File: src/rtl/mem_io_master.sv
// -----------------------------------------------------------------------------
// mem_io_master
//
// Single-outstanding initiator for the mem_io_* load/store handshake. Accepts
// one request from the LSU, drives the bus strobes toward a memory responder,
// waits for the responder's ready pulse and for ready to fall again, then
// returns exactly one response (extended load data or an error).
//
// Handshakes: every valid/ready pair transfers on a rising clk edge where
// both are high; valid, once raised, is held with its payload unchanged until
// that edge.
//
// Parameters:
//   XLEN            data/address width
//   TIMEOUT_CYCLES  cycles to wait for each mem_io_ready level (0 = never)
//
// Ports:
//   clk, rst                    clock, asynchronous active-high reset
//   req_*                       LSU request channel (valid/ready)
//   resp_*                      LSU response channel (valid/ready)
//   mem_io_addr/read/write/wdata, io_byte_size, mem_read_ready
//                               bus outputs toward the responder
//   mem_io_rdata, mem_io_ready  bus inputs from the responder
//   dbg_state                   current FSM state (0 IDLE, 1 ACCESS,
//                               2 RELEASE, 3 RESP)
//
// Optional build macro: MEM_IO_MASTER_ALIGN_CHECK_EN
//   When defined, size-3 and misaligned halfword/word requests are rejected
//   in IDLE with no bus activity and answered with resp_err = 1.
// -----------------------------------------------------------------------------
module mem_io_master #(
  parameter int XLEN           = 32,
  parameter int TIMEOUT_CYCLES = 255
) (
  input  logic            clk,
  input  logic            rst,
  input  logic            req_valid,
  output logic            req_ready,
  input  logic            req_write,
  input  logic [XLEN-1:0] req_addr,
  input  logic [XLEN-1:0] req_wdata,
  input  logic [1:0]      req_size,
  input  logic            req_unsigned,
  output logic            resp_valid,
  input  logic            resp_ready,
  output logic [XLEN-1:0] resp_rdata,
  output logic            resp_err,
  output logic [XLEN-1:0] mem_io_addr,
  output logic            mem_io_read,
  output logic            mem_io_write,
  output logic [XLEN-1:0] mem_io_wdata,
  output logic [1:0]      io_byte_size,
  output logic            mem_read_ready,
  input  logic [XLEN-1:0] mem_io_rdata,
  input  logic            mem_io_ready,
  output logic [1:0]      dbg_state
);

  typedef enum logic [1:0] {
    S_IDLE    = 2'd0,
    S_ACCESS  = 2'd1,
    S_RELEASE = 2'd2,
    S_RESP    = 2'd3
  } state_t;

  // Counter wide enough to hold TIMEOUT_CYCLES itself.
  localparam int CW = (TIMEOUT_CYCLES < 1) ? 1 : $clog2(TIMEOUT_CYCLES + 1);

  state_t          r_state;
  logic            r_req_ready;
  logic            r_resp_valid;
  logic            r_resp_err;
  logic [XLEN-1:0] r_resp_rdata;
  logic [XLEN-1:0] r_addr;
  logic [XLEN-1:0] r_wdata;
  logic [1:0]      r_size;
  logic            r_is_write;
  logic            r_unsigned;
  logic            r_rd_strobe;
  logic            r_wr_strobe;
  logic [CW-1:0]   r_cnt;

  logic            w_reject;
  logic [CW-1:0]   w_cnt_next;
  logic            w_timeout;

`ifdef MEM_IO_MASTER_ALIGN_CHECK_EN
  assign w_reject = (req_size == 2'd3) ||
                    ((req_size == 2'd2) && req_addr[0]) ||
                    ((req_size == 2'd0) && (req_addr[1:0] != 2'b00));
`else
  assign w_reject = 1'b0;
`endif

  // Saturating increment; the timeout fires on the edge where the count
  // reaches TIMEOUT_CYCLES, so the strobe is high for exactly that many cycles.
  assign w_cnt_next = (r_cnt == {CW{1'b1}}) ? r_cnt : r_cnt + CW'(1);
  assign w_timeout  = (TIMEOUT_CYCLES != 0) && (w_cnt_next >= CW'(TIMEOUT_CYCLES));

  function automatic logic [XLEN-1:0] f_extend(input logic [XLEN-1:0] d,
                                               input logic [1:0]      sz,
                                               input logic            uns);
    logic [XLEN-1:0] v;
    case (sz)
      2'd1:    v = uns ? {{(XLEN-8){1'b0}}, d[7:0]}
                       : {{(XLEN-8){d[7]}}, d[7:0]};
      2'd2:    v = uns ? {{(XLEN-16){1'b0}}, d[15:0]}
                       : {{(XLEN-16){d[15]}}, d[15:0]};
      default: v = d;  // word, and size 3 passed through unextended
    endcase
    return v;
  endfunction

  always_ff @(posedge clk or posedge rst) begin
    if (rst) begin
      r_state      <= S_IDLE;
      r_req_ready  <= 1'b0;
      r_resp_valid <= 1'b0;
      r_resp_err   <= 1'b0;
      r_resp_rdata <= '0;
      r_addr       <= '0;
      r_wdata      <= '0;
      r_size       <= 2'd0;
      r_is_write   <= 1'b0;
      r_unsigned   <= 1'b0;
      r_rd_strobe  <= 1'b0;
      r_wr_strobe  <= 1'b0;
      r_cnt        <= '0;
    end else begin
      case (r_state)
        S_IDLE: begin
          if (req_valid && r_req_ready) begin
            r_req_ready <= 1'b0;
            r_is_write  <= req_write;
            r_size      <= req_size;
            r_unsigned  <= req_unsigned;
            if (w_reject) begin
              r_resp_valid <= 1'b1;
              r_resp_err   <= 1'b1;
              r_resp_rdata <= '0;
              r_state      <= S_RESP;
            end else begin
              r_addr      <= req_addr;
              r_wdata     <= req_wdata;
              r_rd_strobe <= ~req_write;
              r_wr_strobe <= req_write;
              r_cnt       <= '0;
              r_state     <= S_ACCESS;
            end
          end else begin
            // Also raises req_ready on the first edge after reset release.
            r_req_ready <= 1'b1;
          end
        end

        S_ACCESS: begin
          r_cnt <= w_cnt_next;
          if (mem_io_ready) begin
            r_rd_strobe <= 1'b0;
            r_wr_strobe <= 1'b0;
            if (!r_is_write)
              r_resp_rdata <= f_extend(mem_io_rdata, r_size, r_unsigned);
            r_cnt   <= '0;
            r_state <= S_RELEASE;
          end else if (w_timeout) begin
            r_rd_strobe  <= 1'b0;
            r_wr_strobe  <= 1'b0;
            r_resp_rdata <= '0;
            r_resp_err   <= 1'b1;
            r_resp_valid <= 1'b1;
            r_state      <= S_RESP;
          end
        end

        // Strobes are already low; wait for the responder to drop ready so a
        // lingering ready level cannot complete the next access.
        S_RELEASE: begin
          r_cnt <= w_cnt_next;
          if (!mem_io_ready) begin
            r_resp_valid <= 1'b1;
            r_state      <= S_RESP;
          end else if (w_timeout) begin
            r_resp_rdata <= '0;
            r_resp_err   <= 1'b1;
            r_resp_valid <= 1'b1;
            r_state      <= S_RESP;
          end
        end

        S_RESP: begin
          if (resp_ready) begin
            r_resp_valid <= 1'b0;
            r_resp_err   <= 1'b0;
            r_resp_rdata <= '0;
            r_req_ready  <= 1'b1;
            r_state      <= S_IDLE;
          end
        end

        default: r_state <= S_IDLE;
      endcase
    end
  end

  assign req_ready      = r_req_ready;
  assign resp_valid     = r_resp_valid;
  assign resp_err       = r_resp_err;
  assign resp_rdata     = r_resp_rdata;
  assign mem_io_addr    = r_addr;
  assign mem_io_wdata   = r_wdata;
  assign io_byte_size   = r_size;
  assign mem_io_read    = r_rd_strobe;
  assign mem_io_write   = r_wr_strobe;
  // The read strobe is high exactly while in ACCESS with a load.
  assign mem_read_ready = r_rd_strobe;
  assign dbg_state      = r_state;

endmodule

File: config.mk
export PLATFORM = sky130hd
export DESIGN_NAME = mem_io_master
export DESIGN_NICKNAME = d
export VERILOG_FILES = /design/src/rtl/mem_io_master.sv
export SDC_FILE = /design/constraint.sdc
export NUM_CORES = 1
export LEC_CHECK = 0
export BUFFER_PORTS_ARGS = -buffer_cell sky130_fd_sc_hd__clkbuf_2
export CORE_MARGIN = 2
export CORE_UTILIZATION = 49
export CTS_BUF_LIST = sky130_fd_sc_hd__clkbuf_4 sky130_fd_sc_hd__clkbuf_8 sky130_fd_sc_hd__clkbuf_16
export DETAILED_ROUTE_END_ITERATION = 10
export PLACE_DENSITY_LB_ADDON = 0.08
export SYNTH_ARGS = -nofsm -noshare
export SYNTH_HDL_FRONTEND = slang
export SYNTH_SLANG_ARGS = --single-unit
File: constraint.sdc
create_clock -name clk -period 6.1 [get_ports clk]
set_input_delay 0.915 -clock clk [delete_from_list [all_inputs] [get_ports clk]]
set_output_delay 0.915 -clock clk [all_outputs]
set_load 0.02 [all_outputs]
Yosys cells after proc, flatten, opt, wreduce, memory -nomap -nowiden
Index checks and enable logic that the tools add are counted.
Widths: inputs -> output; s select.
{"block": "word_totals", "register_bits": 115, "ramBits": 0, "romBits": 0, "inputBits": 105, "wordCells": 79, "latchBits": 0, "mem_count": 0}
{"block": "op_classes", "n_reduce_logical": 13, "eq_ne": 12, "order_cmp": 1, "addsub": 1, "n_mul": 0, "div": 0, "bitwise": 2, "shift": 0, "n_mux": 37}
{"operator": "$mux 32", "count": 7}
{"operator": "$pmux 32 s3", "count": 1}
{"operator": "$pmux 32 s2", "count": 1}
{"operator": "$mux 8", "count": 3}
{"operator": "$pmux 8 s3", "count": 1}
{"operator": "$mux 1", "count": 13}
{"operator": "$mux 2", "count": 5}
{"operator": "$add 8x1->8 const B", "count": 1}
{"operator": "$eq 8x8->1 const B", "count": 1}
{"operator": "$ge 8x8->1 const B", "count": 1}
{"operator": "$ne 2x2->1 const B", "count": 4}
{"operator": "$pmux 2 s4", "count": 1}
{"operator": "$reduce_and 2->1", "count": 4}
{"operator": "$reduce_and 4->1", "count": 2}
{"operator": "$eq 2x2->1 const B", "count": 3}
{"operator": "$ne 3x3->1 const B", "count": 2}
{"operator": "$pmux 1 s2", "count": 3}
{"operator": "$pmux 1 s3", "count": 2}
{"operator": "$reduce_and 3->1", "count": 2}
{"operator": "$eq 2x1->1 const B", "count": 2}
{"operator": "$reduce_bool 2->1", "count": 2}
{"operator": "$reduce_bool 3->1", "count": 1}
{"operator": "$logic_not 2->1", "count": 1}
{"operator": "$not 1->1", "count": 2}
{"operator": "$logic_and 1x1->1", "count": 1}

Logic depth before layout (Yosys ltp)
Gate-level depths: netlist of the first run.
{"block": "logic_depth", "depth_word": 6, "ltp_mapped": 9, "depth_no_buf": 7}

Worst setup path before layout of the first run
OpenSTA, ideal clock, no wires.
{"block": "synth_path", "kind": "input -> register", "start": "in req_valid", "end": "reg r_cnt[3]", "path_buffers": 1, "t_required_ns": 5.979, "setup_ns": 0.121, "setup_slack_ns": 3.891, "stages": 6, "arrival_time_ns": 2.088, "cell_sequence": "a21boi_0 nor2_1 and3b_1 clkbuf_1 a211o_1 a22o_1"}
{"block": "synth_between", "elab_chain_cells": 3}
{"element": "from (decl)", "line": "37", "rtl": "input logic req_valid,"}
{"element": "$logic_and 1x1->1", "line": "132", "rtl": "if (req_valid && r_req_ready) begin"}
{"element": "$ne 2x2->1 (no line)"}
{"element": "$reduce_and 2->1 (no line)"}
{"element": "to (signal assigned)", "line": "157", "rtl": "r_cnt <= w_cnt_next;"}
{"element": "to (signal assigned)", "line": "178", "rtl": "r_cnt <= w_cnt_next;"}
{"element": "to (decl)", "line": "81", "rtl": "logic [CW-1:0] r_cnt;"}
No other way between the ends.
A chain may end at the register's enable or synchronous reset.

Worst setup path in the final report of the first run
{"block": "layout_path", "start": "reg r_size[0] (netlist: io_byte_size[0])", "end": "reg r_resp_rdata[27] (netlist: resp_rdata[27])"}
{"block": "layout_between", "elab_chain_cells": 5}
{"element": "from (decl)", "line": "76", "rtl": "logic [1:0] r_size;"}
{"element": "from (signal assigned)", "line": "135", "rtl": "r_size <= req_size;"}
{"element": "$eq 2x2->1 or $eq 2x1->1 (tied branches)", "line": "104", "rtl": "case (sz)"}
{"element": "$pmux 32 s2 *", "line": "104"}
{"element": "$mux 32 *", "line": "161", "rtl": "if (!r_is_write)"}
{"element": "$mux 32 *", "line": "158", "rtl": "if (mem_io_ready) begin"}
{"element": "$pmux 32 s3 *", "line": "130", "rtl": "case (r_state)"}
{"element": "to (signal assigned)", "line": "162", "rtl": "r_resp_rdata <= f_extend(mem_io_rdata, r_size, r_unsigned);"}
{"element": "to (decl)", "line": "73", "rtl": "logic [XLEN-1:0] r_resp_rdata;"}
Every way passes the cells marked *; elsewhere a longest branch is shown, timed or not. The select of a mux whose other input is x is not followed.

==> results, run 1 <==
- The placed wire-length estimate after detailed placement is 10.2 mm.
- The core outline area is between 10000 and 15000 µm².
- Setup repair after global routing left no endpoint under its margin.
- The effective utilization at floorplan is 49.7%.
- The worst ir drop on vdd is around 380 µV.
- Per report_power, the sequential group accounts for 28.9% of the total.
- The measured slew at the worst slew-check pin is 1.24 ns.
- The total global routing track utilization is 24.9%.
- The static power due to leakage is about 3.4 nW.
- TritonCTS created 17 clock buffers.
- Setup total negative slack on the finished layout was measured at 0 ns.
- Entering global routing, the biggest net connects 77 pins.
- Timing would allow up to approximately 290 MHz.
- Summed over all layers, the routed wires come to between 10 and 15 mm.
- The antenna diode count is 0.
- The internal portion of the total power is around 0.0027 W.
- The combinational cell fraction of total power is 48.1%.
- During placement, the flow inserted port buffers numbering 210.
- In this run the critical register-to-register path is captured at resp_rdata[27].
- Hold repair after CTS inserted 0 buffers.
- The final number of max-transition violations is 0.
- The number of antenna violations at the first check in global routing is 0.
- The clock period could shrink to approximately 3.5 ns.
- The area of the multi-input gates is 2540 µm².
- The synthesized netlist net count is slightly above 600.
- Dividing the detail-routed via count by the number of cells gives about 5.6.
- The iteration-0 DRC count of the detailed router is around 370.
- The class of the most critical setup path is flop to flop.
- The kind of end point of the critical path is a flop.
- The tightest hold path in the finished design has a slack of 0.504 ns.
- The setup slack of the most critical reg-to-reg path is around 2.6 ns.
- The critical path data arrival time is about 3.7 ns.
- Counting instances, the worst hold path has a depth of 1.
- The fraction of the yosys area taken by sequential cells is between 50 and 60%.
- Along the worst path, the maximum fanout reaches 41.
- Data on the critical path is required at its endpoint by between 6 and 7 ns.
- The die is 111 µm wide.
- In this run the count of I/O pins placed on the die edge is 211.
- In this run switching power makes up about 41% of total power.
- The vertical die dimension is approximately 110 µm.
- The tree built by TritonCTS fans out to roughly 120 sinks.
- The worst clock skew on the final layout is approximately 0.0047 ns.
- The footprint of the flip-flops and latches is 2880 µm².
- The power share of the clock group is between 20% and 30%.
- After layout, the worst path uses between 50% and 60% of the clock period.
- The synthesized netlist occupies a cell area of roughly 5600 µm².
- For this run, the post-layout net count is 813.
- The count of H-tree levels built during CTS is 4.
- No sink is reached through more buffers than the 2 on the longest clock path.
- The cell with the biggest individual delay on the critical path is sky130_fd_sc_hd__ha_1.
- The maximum cell stage delay along the critical path is 1.10 ns.
- The run finished with clean final reports.
- The global-route wire length before repair is roughly 25 mm.
- The total of fill cells in the finished design is between 900 and 1000.
- The CTS tree is built.
- The worst setup path is launched from a flop.
- The most common library cell in the layout ignoring fill and taps is sky130_fd_sc_hd__clkbuf_2.
- The full die area is approximately 12000 µm².
- The worst-skew pair later-pin latency is ~0.4 ns.
- After routing the design area is 7340 µm².
- For hold timing, the worst endpoint is mem_io_wdata[9].
- The layout overhead on the synthesized area is 30.9%.
- Averaged over all synthesized cells, the footprint is between 10 and 15 µm².
- After floorplanning, the core was divided into 39 placement rows.
- The tree is rooted in a sky130_fd_sc_hd__clkbuf_16.
- The average wire per standard cell is around 17 µm.
- The number of violations of the max-capacitance limit is 0.
- The number of global-route vias before repair came to approximately 4900.
- In the synthesized netlist the dominant register cell turns out to be sky130_fd_sc_hd__dfrtp_1.
- Counting flops with an async set or reset pin after synthesis yields a share of between 90% and 100%.
- The worst hold path begins at mem_io_wdata[9].
- Yosys mapped a number of flops with a built-in enable equal to 0.
- After clock tree synthesis, the repair step resized 0 gates.
- Setup violations remaining at the end of the flow were counted as 0.
- The count of unresolved DRC violations after routing is 0.
- The total grt overflow is 0.
- Measured against its own limit, the worst slew margin works out to between 15 and 20%.
- The post-route netlist has 48.7% of its cells at a drive strength greater than 1.
- In the layout the commonest cells are sky130_fd_sc_hd__clkbuf_2, sky130_fd_sc_hd__dfrtp_1, sky130_fd_sc_hd__mux2_2.
- The total number of yosys warnings is 0.
- Routability-driven placement finished with a final weighted congestion of 0.898.
- The power density relative to cell area is 621 nW/µm².
- The final number of hold-violating endpoints was 0.
- The power dissipated by switching net loads is 0.00188 W.
- Synthesis handed over a netlist of a little over 500 instances.
- Once placement finished, the instance area stood at 6710 µm².
- The worst register-to-register path begins at io_byte_size[0].
- The post-route antenna net violation count is 0.
- On the critical path the largest part of the delay comes from simple AND/OR/NAND/NOR gates.
- The number of storage elements in the synthesis netlist is ~120.
- The number of post-CTS setup repair buffers is 0.
- The depth of the worst register-to-register path is 7.
- The number of optimization iterations in the first detailed-route pass is 5.
- Together, buffers and inverters on the worst path number 1.
- The critical path goes through inv_1 -> ha_1 -> nor2_1 -> nand3_1 -> nand2_1 -> a21oi_1 -> o221ai_2.
- After clock tree synthesis, the clock-pin slew on the worst setup and hold paths is 0.05 ns.
- The detailed router placed approximately 4800 vias in this run.
- The class of the worst hold path is flop to flop.
- The number of different library cells in the post-synthesis netlist is 55.
==> state kept, by name (all words and copies together) (netlist names) <==
register / cells
resp_err: 1
mem_io_read: 1
r_is_write: 1
r_unsigned: 1
resp_valid: 1
resp_rdata: 32
r_cnt: 8
req_ready: 1
io_byte_size: 2
dbg_state: 2
mem_io_addr: 32
mem_io_write: 1
mem_io_wdata: 32
==> worst max-delay path by stage <==
stage	endpoint	slack (ns)	cells past startpoint	start
6_report	resp_rdata[27]	2.62	7	io_byte_size[0]
5_1_grt	resp_rdata[17]	2.33	7	io_byte_size[0]
4_1_cts	resp_rdata[27]	2.75	7	io_byte_size[0]
3_5_place_dp	resp_rdata[20]	2.73	7	io_byte_size[0]
3_3_place_gp	resp_rdata[18]	2.94	7	io_byte_size[0]
2_1_floorplan	dbg_state[0]	2.14	1	rst
==> stage by stage <==
stage	utilization, %	setup slack (ns)	total power (W)	instances
finish	65.1	2.62	0.00456	857
global route	65.1	2.33	0.00486	857
detailed placement	59.5	2.73	0.00353	825
CTS	65.1	2.75	0.00459	857
floorplan	-	2.14	0.00287	504
global placement	59.5	2.94	0.00346	825
==> cell families (layout without fill, tap and decap cells) <==
group | count (synthesis) | after routing | synth area share, %
buf+inv | 44 | 254 | 3.84
fa+ha+maj | 7 | 7 | 1.56
compound gates | 190 | 190 | 22.6
flops | 115 | 115 | 51.4
mux | 71 | 71 | 14.3
simple gates | 75 | 75 | 6.01
xor+xnor | 2 | 2 | 0.313
==> cell usage after synthesis, types with 2 or more instances <==
| cell type | n | area (µm²) |
|---|---|---|
| sky130_fd_sc_hd__clkbuf_1 | 26 | 97.6 |
| sky130_fd_sc_hd__nand3_1 | 5 | 25.0 |
| sky130_fd_sc_hd__o221ai_2 | 15 | 225 |
| sky130_fd_sc_hd__inv_1 | 5 | 18.8 |
| sky130_fd_sc_hd__buf_12 | 2 | 40.0 |
| sky130_fd_sc_hd__dfrtp_1 | 115 | 2880 |
| sky130_fd_sc_hd__buf_1 | 2 | 7.51 |
| sky130_fd_sc_hd__nor2b_1 | 2 | 12.5 |
| sky130_fd_sc_hd__o21ai_0 | 65 | 325 |
| sky130_fd_sc_hd__o21a_1 | 8 | 60.1 |
| sky130_fd_sc_hd__nor2_1 | 11 | 41.3 |
| sky130_fd_sc_hd__a22oi_1 | 9 | 67.6 |
| sky130_fd_sc_hd__a2111oi_0 | 2 | 17.5 |
| sky130_fd_sc_hd__o21ai_2 | 5 | 43.8 |
| sky130_fd_sc_hd__buf_2 | 4 | 20.0 |
| sky130_fd_sc_hd__a22o_1 | 2 | 17.5 |
| sky130_fd_sc_hd__o31a_1 | 2 | 17.5 |
| sky130_fd_sc_hd__clkinv_1 | 2 | 7.51 |
| sky130_fd_sc_hd__a31oi_1 | 18 | 113 |
| sky130_fd_sc_hd__mux2i_1 | 2 | 20.0 |
| sky130_fd_sc_hd__a31o_2 | 2 | 17.5 |
| sky130_fd_sc_hd__a21oi_1 | 49 | 245 |
| sky130_fd_sc_hd__nand2_1 | 45 | 169 |
| sky130_fd_sc_hd__ha_1 | 7 | 87.6 |
| sky130_fd_sc_hd__nand2b_1 | 2 | 12.5 |
| sky130_fd_sc_hd__mux2_2 | 68 | 766 |
==> area by class of cell <==
type / instances / area share [%]
timing repair buffer: 215 / 14.8
tap: 143 / 2.44
multi-input combinational: 345 / 34.6
inverter: 7 / 0.392
clock buffer: 21 / 6.38
clock inverter: 11 / 2.15
sequential: 115 / 39.2
==> layer usage <==
layer | track usage (%) | routed length [µm] | up-vias
met4 | 9.92 | 325 | 0
met2 | 39.5 | 7170 | 180
met1 | 31.5 | 6120 | 2349
met3 | 8.37 | 1020 | 24
met5 | 0 | 0 | -
li1 | - | - | 2253
==> power by group through the flow <==
stage                     Sequential, W  Clock (W)  Combinational (W)
after CTS                       0.00132    0.00106            0.00221
after detailed placement        0.00133          0            0.00220
after global placement          0.00131          0            0.00215
final                           0.00132    0.00105            0.00219
after global routing            0.00136    0.00110            0.00240
after floorplan                 0.00169          0            0.00118
Note: power is estimated with default switching activity, not from simulation.
==> run 2: changes to the inputs <==
Clock period 6.1 ns to 3.4 ns, I/O delays scaled along.
==> run 2 against run 1 <==
Net effect: global-route usage down 0.12 points; final cell count up 0.47%; via count up 0.58%; first-iteration DRC count up 25%; die area unchanged; worst setup slack worse by 1.8 ns; largest cell class unchanged; largest power group unchanged.
==> results, run 2 (synthesized netlist as in run 1, its figures left out) <==
- The final critical delay including setup and external delays is 2.55 ns.
- The depth of the worst register-to-register path is 7.
- On the critical path the largest part of the delay comes from simple AND/OR/NAND/NOR gates.
- The worst clock skew on the final layout is 0.00822 ns.
- The most common library cell in the layout ignoring fill and taps is sky130_fd_sc_hd__clkbuf_2.
- VDD sags by at most around 700 µV.
- For this configuration, the core starts out at a cell density of between 40% and 50%.
- The power density relative to cell area is between 1000 and 1500 nW/µm².
- STA classifies the critical path startpoint as a flop.
- In the final routed layout, each cell accounts on average for approximately 17 µm.
- The worst path meets setup with approximately 0.85 ns of slack.
- Counting buffers and inverters, the worst setup path is 7 cells deep.
- The class of the most critical setup path is flop to flop.
- Counting the fill cells in the layout gives between 800 and 900.
- The ratio of cells with drive above 1 in the final layout is 49.0%.
- The worst-skew pair later-pin latency is 0.41 ns.
- The maximum cell stage delay along the critical path is 0.47 ns.
- After clock tree synthesis, the clock-pin slew on the worst setup and hold paths is 0.06 ns.
- The kind of end point of the critical path is a flop.
- Once layout is done, the placed cells without fillers occupy 7410 µm².
- In the routed design, unresolved DRC markers number 0.
- The count of hold-fix buffers inserted at cts is 0.
- Prior to clock tree synthesis, the placed netlist has a worst setup slack of between 0.7 and 0.8 ns.
- The area of the multi-input gates is 2540 µm².
- The run finished with clean final reports.
- The total grt overflow is 0.
- The tree is rooted in a sky130_fd_sc_hd__clkbuf_16.
- In this run the cell area measured after placement is ~6800 µm².
- The number of antenna violations at the first check in global routing is 0.
- The most critical setup path has its endpoint at resp_rdata[29].
- 0 antenna diodes ended up in the layout.
- Buffers inserted during clock tree synthesis total 17.
- The largest buffer count on any clock path is 2.
- Across all register-to-register paths, the minimum setup slack is about 0.85 ns.
- The floorplan step set the die width to around 110 µm.
- The tightest min-delay check is of the input pin to asynchronous set/reset pin type.
- Across the run, the number of max-cap violations was 0.
- The total area inside the core boundary comes to 11300 µm².
- The final number of hold-violating endpoints came to 0.
- The cell with the biggest individual delay on the critical path is sky130_fd_sc_hd__buf_4.
- The critical path data arrival time is 2.80 ns.
- Setup violations remaining at the end of the flow were counted as 0.
- The number of cell rows is 39.
- Once layout is complete, the cells apart from fillers number 861.
- The number of optimization iterations in the first detailed-route pass is 5.
- The iteration-0 DRC count of the detailed router is 465.
- The final number of max-transition violations is 0.
- TritonCTS built the clock tree.
- Relative to the synthesized area, the layout overhead comes to 32.2%.
- The post-cts repair resize count is 0.
- Headroom to the max-slew limit came out at around 42%.
- Traced cell by cell, the critical path runs through ha_1 -> nand2_1 -> or3_4 -> mux2_4 -> a211oi_4 -> buf_4 -> o221ai_1.
- Tracing the worst setup path back leads to its startpoint at r_cnt[0].
- The largest fanout of any net on the critical path is 38.
- The number of global-route vias before repair is roughly 4800.
- Counting both buffers and inverters, the worst setup path holds a total of 1.
- The congestion estimate from routability-driven global placement came to 0.804.
- The footprint of the flip-flops and latches is 2880 µm².
- Port buffering added 210 buffers.
- The fmax is 393 MHz.
- The static power due to leakage is approximately 3.4 nW.
- The total negative setup slack is 0 ns.
- In the layout the commonest cells are sky130_fd_sc_hd__clkbuf_2, sky130_fd_sc_hd__dfrtp_1, sky130_fd_sc_hd__mux2_2.
- After legalization and detailed placement, the total HPWL measured 10.1 mm.
- The global-route wire length before repair is ~24 mm.
- The required time at the worst-slack endpoint is 3.66 ns.
- The count of vias placed by the detailed router is 4834.
- The post-route antenna net violation count is 0.
- After clock tree synthesis, the setup repair step added 0 buffers.
- The final-stage net count is just over 800.
- In this run the vertical extent of the chip is between 100 and 150 µm.
- The startpoint of the worst-slack reg-to-reg timing path is r_cnt[0].
- Setup repair after global routing left no endpoint under its margin.
- The number of clock sinks seen by CTS is 115.
- The die covers between 10000 and 15000 µm².
- After detailed routing, the number of vias per cell comes to around 5.6.
- In the finished design, the share of the clock period the worst path needs comes to between 70% and 80%.
- The total wire length after detailed routing is between 10 and 15 mm.
- The maximum number of pins on one net before global-route repair is about 120.
- In this run, placement finished with an instance count of between 800 and 900.
- The capture instance of the worst register-to-register path is resp_rdata[29].
- The H-tree was split into 4 levels.
- The I/O pin total is 211.
- The measured slew at the worst slew-check pin is a little under 0.9 ns.
- The total global routing track utilization is between 20% and 30%.
run 2: tightest hold or removal path: cells and delay by family:
kind	cells	cell delay, ns
buffers and inverters	3	0.64
run 2: area by class of cell:
type | instances | area share [%]
inverter | 7 | 0.405
clock buffer | 23 | 6.85
sequential | 115 | 38.8
multi-input combinational | 345 | 34.2
timing repair buffer | 219 | 15.3
tap | 143 | 2.41
clock inverter | 9 | 1.99
run 2: worst min-delay path by stage:
stage,startpoint,to,slack [ns],cells past startpoint
2_1_floorplan,r_unsigned,r_unsigned,0.48,1
3_3_place_gp,mem_io_addr[15],mem_io_addr[15],0.49,1
3_5_place_dp,mem_io_wdata[22],mem_io_wdata[22],0.49,1
4_1_cts,rst,mem_io_addr[4],0.30,3
5_1_grt,req_size[0],io_byte_size[0],0.32,2
6_report,rst,mem_io_addr[4],0.28,3
run 2: per-stage QoR:
stage / power, W / util [%] / hold slack, ns
after CTS: 0.00832 / 65.7 / 0.302
after floorplan: 0.00514 / - / 0.480
after global routing: 0.00879 / 65.7 / 0.317
after detailed placement: 0.00632 / 59.9 / 0.493
after global placement: 0.00619 / 59.9 / 0.487
final: 0.00824 / 65.7 / 0.279
run 2: routing by layer:
layer  up-vias  track usage, %  part of all wire, %
li1       2271               -                    -
met1      2347            30.2                   40
met2       204            40.4                   50
met3        12            9.35                  9.1
met4         0            8.83                 0.93
met5         -               0                    0
run 2: report_power, final:
group / internal (W) / switching, W
sequential: 0.00199 / 0.000379
clock: 0.00134 / 0.000604
combinational: 0.00156 / 0.00238
